`src/rtl/button_press_classifier_if.sv`:
```
// Bundles the debouncer edge pulses and the classifier results.
// The master side (debouncer / bench) drives the edges.
// The slave side (classifier) drives the gesture results.
interface button_press_classifier_if;
   logic p_edge;
   logic n_edge;
   logic short_press;
   logic long_press;
   logic double_click;
   logic held;
   logic busy;

   modport master (
      output p_edge,
      output n_edge,
      input  short_press,
      input  long_press,
      input  double_click,
      input  held,
      input  busy
   );

   modport slave (
      input  p_edge,
      input  n_edge,
      output short_press,
      output long_press,
      output double_click,
      output held,
      output busy
   );
endinterface

```
`src/rtl/button_press_classifier.sv`:
```
// Classifies debounced button gestures into short press, long press or double click.
// Each classification is a one-cycle registered pulse.
// held and busy are registered levels that follow the FSM state.
module button_press_classifier #(
   parameter int LONG_CYCLES   = 50_000_000,
   parameter int DCLICK_CYCLES = 25_000_000,
   parameter int CNT_W         = 26
) (
   input  logic                       clk,
   input  logic                       rst,
   button_press_classifier_if.slave   bus
);

   typedef enum logic [2:0] {
      IDLE,
      PRESS1,
      GAP,
      PRESS2,
      LONG_HELD
   } state_t;

   localparam logic [CNT_W-1:0] LONG_TERM   = CNT_W'(LONG_CYCLES - 1);
   localparam logic [CNT_W-1:0] DCLICK_TERM = CNT_W'(DCLICK_CYCLES - 1);

   state_t           state_q;
   logic [CNT_W-1:0] cnt_q;
   logic [CNT_W-1:0] cnt_d;
   logic             shortPress_q;
   logic             longPress_q;
   logic             doubleClick_q;
   logic             held_q;
   logic             busy_q;
   logic             pressEdge;
   logic             releaseEdge;

   // Simultaneous p_edge and n_edge cannot come from a healthy debouncer, so that
   // combination is masked out and the FSM behaves as if neither edge arrived.
   assign pressEdge   = bus.p_edge & ~bus.n_edge;
   assign releaseEdge = bus.n_edge & ~bus.p_edge;

   // Duration counter increment.
   // It saturates at the terminal value of the current timed state instead of wrapping.
   always_comb begin
      cnt_d = cnt_q;
      if (state_q == PRESS1 && cnt_q != LONG_TERM) begin
         cnt_d = cnt_q + CNT_W'(1);
      end else if (state_q == GAP && cnt_q != DCLICK_TERM) begin
         cnt_d = cnt_q + CNT_W'(1);
      end
   end

   // Gesture FSM.
   // The counter clears on every state entry. Outputs are registered alongside the state.
   always_ff @(posedge clk or posedge rst) begin
      if (rst) begin
         state_q       <= IDLE;
         cnt_q         <= '0;
         shortPress_q  <= 1'b0;
         longPress_q   <= 1'b0;
         doubleClick_q <= 1'b0;
         held_q        <= 1'b0;
         busy_q        <= 1'b0;
      end else begin
         shortPress_q  <= 1'b0;
         longPress_q   <= 1'b0;
         doubleClick_q <= 1'b0;
         unique case (state_q)
            IDLE: begin
               cnt_q <= '0;
               if (pressEdge) begin
                  state_q <= PRESS1;
                  busy_q  <= 1'b1;
               end
            end
            PRESS1: begin
               if (releaseEdge) begin
                  cnt_q <= '0;
                  if (cnt_q == LONG_TERM) begin
                     // A release on the very cycle the press matures still counts as long.
                     longPress_q <= 1'b1;
                     state_q     <= IDLE;
                     busy_q      <= 1'b0;
                  end else begin
                     state_q <= GAP;
                  end
               end else if (cnt_q == LONG_TERM) begin
                  cnt_q       <= '0;
                  longPress_q <= 1'b1;
                  held_q      <= 1'b1;
                  state_q     <= LONG_HELD;
               end else begin
                  cnt_q <= cnt_d;
               end
            end
            GAP: begin
               if (pressEdge) begin
                  cnt_q <= '0;
                  if (cnt_q == DCLICK_TERM) begin
                     // The window closed on this edge: the first click is a short press
                     // and this press starts a fresh gesture.
                     shortPress_q <= 1'b1;
                     state_q      <= PRESS1;
                  end else begin
                     state_q <= PRESS2;
                  end
               end else if (cnt_q == DCLICK_TERM) begin
                  cnt_q        <= '0;
                  shortPress_q <= 1'b1;
                  state_q      <= IDLE;
                  busy_q       <= 1'b0;
               end else begin
                  cnt_q <= cnt_d;
               end
            end
            PRESS2: begin
               cnt_q <= '0;
               if (releaseEdge) begin
                  doubleClick_q <= 1'b1;
                  state_q       <= IDLE;
                  busy_q        <= 1'b0;
               end
            end
            LONG_HELD: begin
               cnt_q <= '0;
               if (releaseEdge) begin
                  held_q  <= 1'b0;
                  state_q <= IDLE;
                  busy_q  <= 1'b0;
               end
            end
            default: begin
               cnt_q   <= '0;
               held_q  <= 1'b0;
               busy_q  <= 1'b0;
               state_q <= IDLE;
            end
         endcase
      end
   end

   assign bus.short_press  = shortPress_q;
   assign bus.long_press   = longPress_q;
   assign bus.double_click = doubleClick_q;
   assign bus.held         = held_q;
   assign bus.busy         = busy_q;

endmodule

```
`src/flat_wrapper.sv`:
```
// flat-port wrapper written by rule: the top's interface ports become plain ports
module button_press_classifier_flat 
#(
   parameter int LONG_CYCLES   = 50_000_000,
   parameter int DCLICK_CYCLES = 25_000_000,
   parameter int CNT_W         = 26
)
  (clk, rst, bus_p_edge, bus_n_edge, bus_short_press, bus_long_press, bus_double_click, bus_held, bus_busy);
  button_press_classifier_if bus_i ();
  input  logic clk;
  input  logic rst;
  input wire logic [$bits(bus_i.p_edge)-1:0] bus_p_edge;
  input wire logic [$bits(bus_i.n_edge)-1:0] bus_n_edge;
  output wire logic [$bits(bus_i.short_press)-1:0] bus_short_press;
  output wire logic [$bits(bus_i.long_press)-1:0] bus_long_press;
  output wire logic [$bits(bus_i.double_click)-1:0] bus_double_click;
  output wire logic [$bits(bus_i.held)-1:0] bus_held;
  output wire logic [$bits(bus_i.busy)-1:0] bus_busy;
  assign bus_i.p_edge = bus_p_edge;
  assign bus_i.n_edge = bus_n_edge;
  assign bus_short_press = bus_i.short_press;
  assign bus_long_press = bus_i.long_press;
  assign bus_double_click = bus_i.double_click;
  assign bus_held = bus_i.held;
  assign bus_busy = bus_i.busy;
  button_press_classifier #(.LONG_CYCLES(LONG_CYCLES), .DCLICK_CYCLES(DCLICK_CYCLES), .CNT_W(CNT_W)) u_core (.clk(clk), .rst(rst), .bus(bus_i));
endmodule
```
`config.mk`:
```
export PLATFORM = sky130hd
export DESIGN_NAME = button_press_classifier_flat
export DESIGN_NICKNAME = d
export VERILOG_FILES = /design/src/rtl/button_press_classifier_if.sv /design/src/rtl/button_press_classifier.sv /design/src/flat_wrapper.sv
export SDC_FILE = /design/constraint.sdc
export NUM_CORES = 1
export LEC_CHECK = 0
export ABC_AREA = 1
export ABC_CLOCK_PERIOD_IN_PS = 2600
export CAP_MARGIN = 20
export CORE_UTILIZATION = 55
export DETAILED_ROUTE_END_ITERATION = 7
export PLACE_DENSITY_LB_ADDON = 0.15
export SYNTH_ARGS = -nofsm -noshare
export SYNTH_HDL_FRONTEND = slang
export SYNTH_SLANG_ARGS = --single-unit
```
`constraint.sdc`:
```
create_clock -name clk -period 2.6 [get_ports clk]
set_input_delay 0.52 -clock clk [delete_from_list [all_inputs] [get_ports clk]]
set_output_delay 0.52 -clock clk [all_outputs]
set_load 0.005 [all_outputs]
```
**Yosys cells after proc, flatten, opt, wreduce, memory -nomap -nowiden**

Cells that the tools add are included.

- $add $sub $neg: 1
- Eq/ne operators: 18
- Mux-type cells: 32
- Bitwise logic cells: 5
- Reductions and logical operators: 8

Operator list:

| cell | number |
|---|---|
| 2-to-1 mux 26 bit | 6 |
| one-hot mux 26 bit (2 select lines) | 1 |
| adder 26 x 1 -> 26 bit (second input constant) | 1 |
| equality test 26 x 25 -> 1 bit (second input constant) | 1 |
| equality test 26 bit (second input constant) | 1 |
| != test 26 x 25 -> 1 bit (second input constant) | 1 |
| != test 26 bit (second input constant) | 1 |
| 2-to-1 mux 3 bit | 6 |
| 2-to-1 mux 1 bit | 14 |
| one-hot mux 3 bit (4 select lines) | 1 |
| != test 2 x 1 -> 1 bit (second input constant) | 4 |
| != test 2 bit (second input constant) | 4 |
| AND reduction 4 bit | 2 |
| equality test 3 x 2 -> 1 bit (second input constant) | 2 |
| != test 3 x 2 -> 1 bit (second input constant) | 2 |
| AND reduction 6 bit | 1 |
| 2-to-1 mux 2 bit | 2 |
| one-hot mux 1 bit (4 select lines) | 1 |
| equality test 3 x 1 -> 1 bit (second input constant) | 1 |
| equality test 3 bit (second input constant) | 1 |
| zero test 3 bit | 1 |
| NOT 1 bit | 3 |
| one-hot mux 1 bit (3 select lines) | 1 |
| OR reduction 3 bit | 1 |
| 3 further kinds | 5 |

- Flip-flop bits (word level): 34
- Input port bits: 4
- Output and inout bits: 5

**Longest topological paths before layout**

- Depth in word-level cells: 7
- Depth in mapped cells: 13

**Worst setup path after synthesis**

No wires, ideal clock.

- Kind: reg2reg
- Start point: register u_core.cnt_q[0]
- End point: register u_core.cnt_q[19]
- Arrival time: 1.494 ns
- Required time: 2.481 ns
- Setup slack: 0.987 ns
- Cell stages (with the launch flop): 12
- Path through: dfrtp_1 ha_1 nand2_1 nor2_4 nand2_2 nor2_2 nand3_2 nand2_2 nand2_4 buf_4 a21oi_1 nor2_1

- Cells in the longest elaborated chain, start to end: 7
- Elaborated cells between the ends (all ways): 14

Ends and longest elaborated chain:

| element | line | RTL |
|---|---|---|
| start: declaration | button_press_classifier.sv:26 | `logic [CNT_W-1:0] cnt_q;` |
| start signal: assignment | button_press_classifier.sv:92 | `cnt_q <= cnt_d;` |
| start signal: assignment | button_press_classifier.sv:112 | `cnt_q <= cnt_d;` |
| branches (longest 6 deep; another with adder 26 x 1 -> 26 bit) | -- |  |
| one-hot mux 26 bit (2 select lines) * | button_press_classifier.sv:67 | `unique case (state_q)` |

Mark *: on every way between the ends.
A chain may end at the register's enable or synchronous reset.

**Worst setup path in the final report**

- Start point: register u_core.cnt_q[0]
- End point: register u_core.cnt_q[5]

Same word-level chain as after synthesis.

==> summary.txt <==
Run status
  • Outcome: complete, no violations

Worst setup path
  • Crit-path most repeated cell: nand2_1
  • Buf/Inv on CP: 0
  • Critical path, cell by cell: ha_1 > nand2_1 > nor2_4 > nand2_2 > nor2_2 > nand3_2 > nand2_2 > nand2_4 > nand2_1 > nand2_1 > nand2_1 > nor2_1
  • Worst r2r path cells: 12
  • R2R setup slack: 0.62 ns
  • Crit-path max FO: 50
  • CP Data Arrival Time: approximately 2.2 ns
  • Crit end category: register
  • Critical-path top delay cell: dfrtp_1
  • Slowest stage delay, CP: between 0.3 and 0.4 ns
  • Worst Setup Start Kind: register
  • Critical path class: register to register
  • Critical Path RT: around 2.8 ns
  • Critical R2R Launch: u_core.cnt_q[0]
  • Kind of cell adding the most delay to the critical path: simple AND/OR/NAND/NOR gates
  • Worst R2R End: u_core.cnt_q[5]

STA
  • Period minus WS final: about 2.0 ns
  • WHS: 0.514 ns
  • Slew @ Worst Pin: approximately 0.49 ns
  • Post-route setup TNS: 0 ns
  • Final worst path period share: about 76%
  • Slew Viols, Final: 0
  • Clk_skew: between 0.005 and 0.006 ns
  • FMAX: slightly above 500 MHz
  • Slew HR: ~68%
  • Unrepaired setup endpoints after global routing: no
  • Final setup vio count: 0
  • Endpoints failing hold: 0

Power and ir drop
  • Clk pwr share: roughly a quarter
  • Leakage power: about 1.0 nW
  • Net Sw Power: between 0.6 and 0.7 mW
  • Comb pwr share: between 30 and 40%
  • Sw Share: 40.2%
  • Peak supply drop: about 420 µV
  • Power per Cell Area: just under 700 nW/µm²
  • Seq pwr share: 37.9%
  • Internal: 0.929 mW

Global routing
  • Antenna violations before repair: 0
  • Total Routing Usage GR: between 20 and 25%
  • Remaining Overflow, GRT: 0
  • Number of global-route vias before repair: 1626
  • Maximum number of pins on one net before global-route repair: roughly 50
  • First-pass GRT wire length: around 7000 µm

Die
  • Die extent in x: between 60 and 70 µm
  • Site row count: 21
  • Die height: ~63 µm
  • Top Ports: 9
  • Initial core utilization: 60.0%
  • Die Area: 4030 µm²
  • Core ar.: between 3000 and 4000 µm²

Place
  • IO buf count: 8
  • Post-DP HPWL: 2760 µm
  • GP Congestion: around 0.84

Logic synthesis
  • Seq cells post-synth: 34
  • Syn Std Cell Area: 2080 µm²
  • Syn_area_per_cell: approximately 7.0 µm²
  • Synth cell types: 27
  • Seq/Total Area, Yosys: between 40% and 50%
  • Synth Warn #: 0
  • Syn nets: 303
  • Post-synthesis cell count: 298

Clock network
  • CTS tree: built
  • Clock tree buffer depth: 2
  • Clk Tree Root Cell: clkbuf_8
  • Clock Sink Count: 34
  • CTS H-tree depth: 2
  • PostCTS Resize Cnt: 0
  • Post CTS Setup Buffer Count: 0
  • Clk Latency, worst-skew pair: roughly 0.29 ns
  • Inserted Clock Buffers: 5
  • Clk pin slew, worst setup/hold paths: about 0.060 ns
  • Hold_buf cts: 0

Cells and area
  • Multi-input gate area: 1020 µm²
  • P&R area growth vs syn: 8.18%
  • Fill count: roughly 310
  • ANT cells: 0
  • Register area: between 800 and 900 µm²
  • Commonest non-fill, non-tap cells in the layout: nand2_1, nor2_1, dfrtp_1
  • Final net count: just over 300
  • Layout cells sized above 1: 10.1%
  • Commonest non-fill, non-tap cell in the layout: nand2_1

Drt
  • First DRT Iteration DRCs: roughly 140
  • Routed vias: 1846
  • Routed WL: slightly above 4000 µm
  • DR vias/cell: between 5 and 6
  • Drt first pass iters: 4
  • Post-route ant nets: 0
  • WL/cell: 11.6 µm
  • Residual DRC: 0

Min path
  • Min-delay src: u_core.bus.busy
  • Worst Hold Class: register to register
  • Hold Path Stages: 2
  • Sink of the worst hold path: u_core.bus.busy

Job
  • Max Cap Viol: 0
-- cell families (layout without fill, tap and decap cells) --
kind of cell,Yosys count,count (layout),share of synthesized area (%)
AND/OR/NAND/NOR,188,188,41.2
buffers and inverters,45,54,9.93
flip-flops,34,34,40.9
AO/OA/AOI/OAI,30,30,7.34
adder cells (fa/ha/maj),1,1,0.602
-- worst max path at each step --
stage                         start          endpoint  slack, ns  depth (start not counted)
floorplan           u_core.cnt_q[0]  u_core.cnt_q[19]       0.99                         11
global placement         bus_p_edge   u_core.cnt_q[0]       0.58                          7
detailed placement       bus_p_edge   u_core.cnt_q[1]       0.52                          7
CTS                 u_core.cnt_q[0]   u_core.cnt_q[5]       0.60                         12
global route        u_core.cnt_q[0]   u_core.cnt_q[5]       0.41                         12
finish              u_core.cnt_q[0]   u_core.cnt_q[5]       0.62                         12
-- synth_stat cells, drive strengths merged --
master	n	area, µm²
nand2	77	309
nor2	58	238
inv	35	131
nand3	35	185
dfrtp	34	851
a21oi	27	135
buf	8	66.3
nand4	8	50.1
nor3	4	35.0
nor4	3	18.8
clkinv	2	8.75
nand3b	2	15.0
o21ai	2	10.0
ha	1	12.5
o211ai	1	7.51
or2	1	6.26
-- sequential cells by signal, indices dropped and copies added, names as in the netlist --
name                     flops
u_core.cnt_q                26
u_core.state_q               3
u_core.bus.held              1
u_core.bus.long_press        1
u_core.bus.short_press       1
u_core.bus.double_click      1
u_core.bus.busy              1
-- power by group through the flow --
stage	Clock [mW]	Combinational [mW]	Sequential, mW
6_report	0.401	0.564	0.589
5_1_grt	0.436	0.636	0.592
4_1_cts	0.417	0.564	0.589
3_5_place_dp	0	0.561	0.599
3_3_place_gp	0	0.549	0.597
2_1_floorplan	0	0.544	0.594
-- metal layers --
layer | vias to the layer above | share of wire, % | global-route usage, %
met1 | 820 | 48 | 29.0
met2 | 53 | 45 | 33.6
met4 | 0 | 2.1 | 11.9
li1 | 965 | - | -
met3 | 8 | 4.9 | 5.25
met5 | - | 0 | 0
-- worst register-to-register path, delay by kind of cell (launching register included) --
kind | cells | cell delay (ns)
simple gates | 11 | 1.25
flops | 1 | 0.39
fa+ha+maj | 1 | 0.23
-- cell type report --
type,count,area share [%]
Clock buffer,7,3.84
Timing Repair Buffer,9,3.89
Multi-Input combinational cell,219,45.4
Inverter,37,6.23
Sequential cell,34,37.8
Clock inverter,1,0.222
Tap cell,46,2.56
-- metrics by stage --
stage          utilization [%]  instance area, µm²  setup WS (ns)  power, mW  cells
2_1_floorplan                -                2080          0.987       1.14    298
3_3_place_gp              62.2                2160          0.579       1.15    345
3_5_place_dp              62.2                2160          0.518       1.16    345
4_1_cts                   64.9                2250          0.605       1.57    353
5_1_grt                   64.9                2250          0.412       1.66    353
6_report                  64.9                2250          0.616       1.55    353
Power figures use the tool's default switching activity.
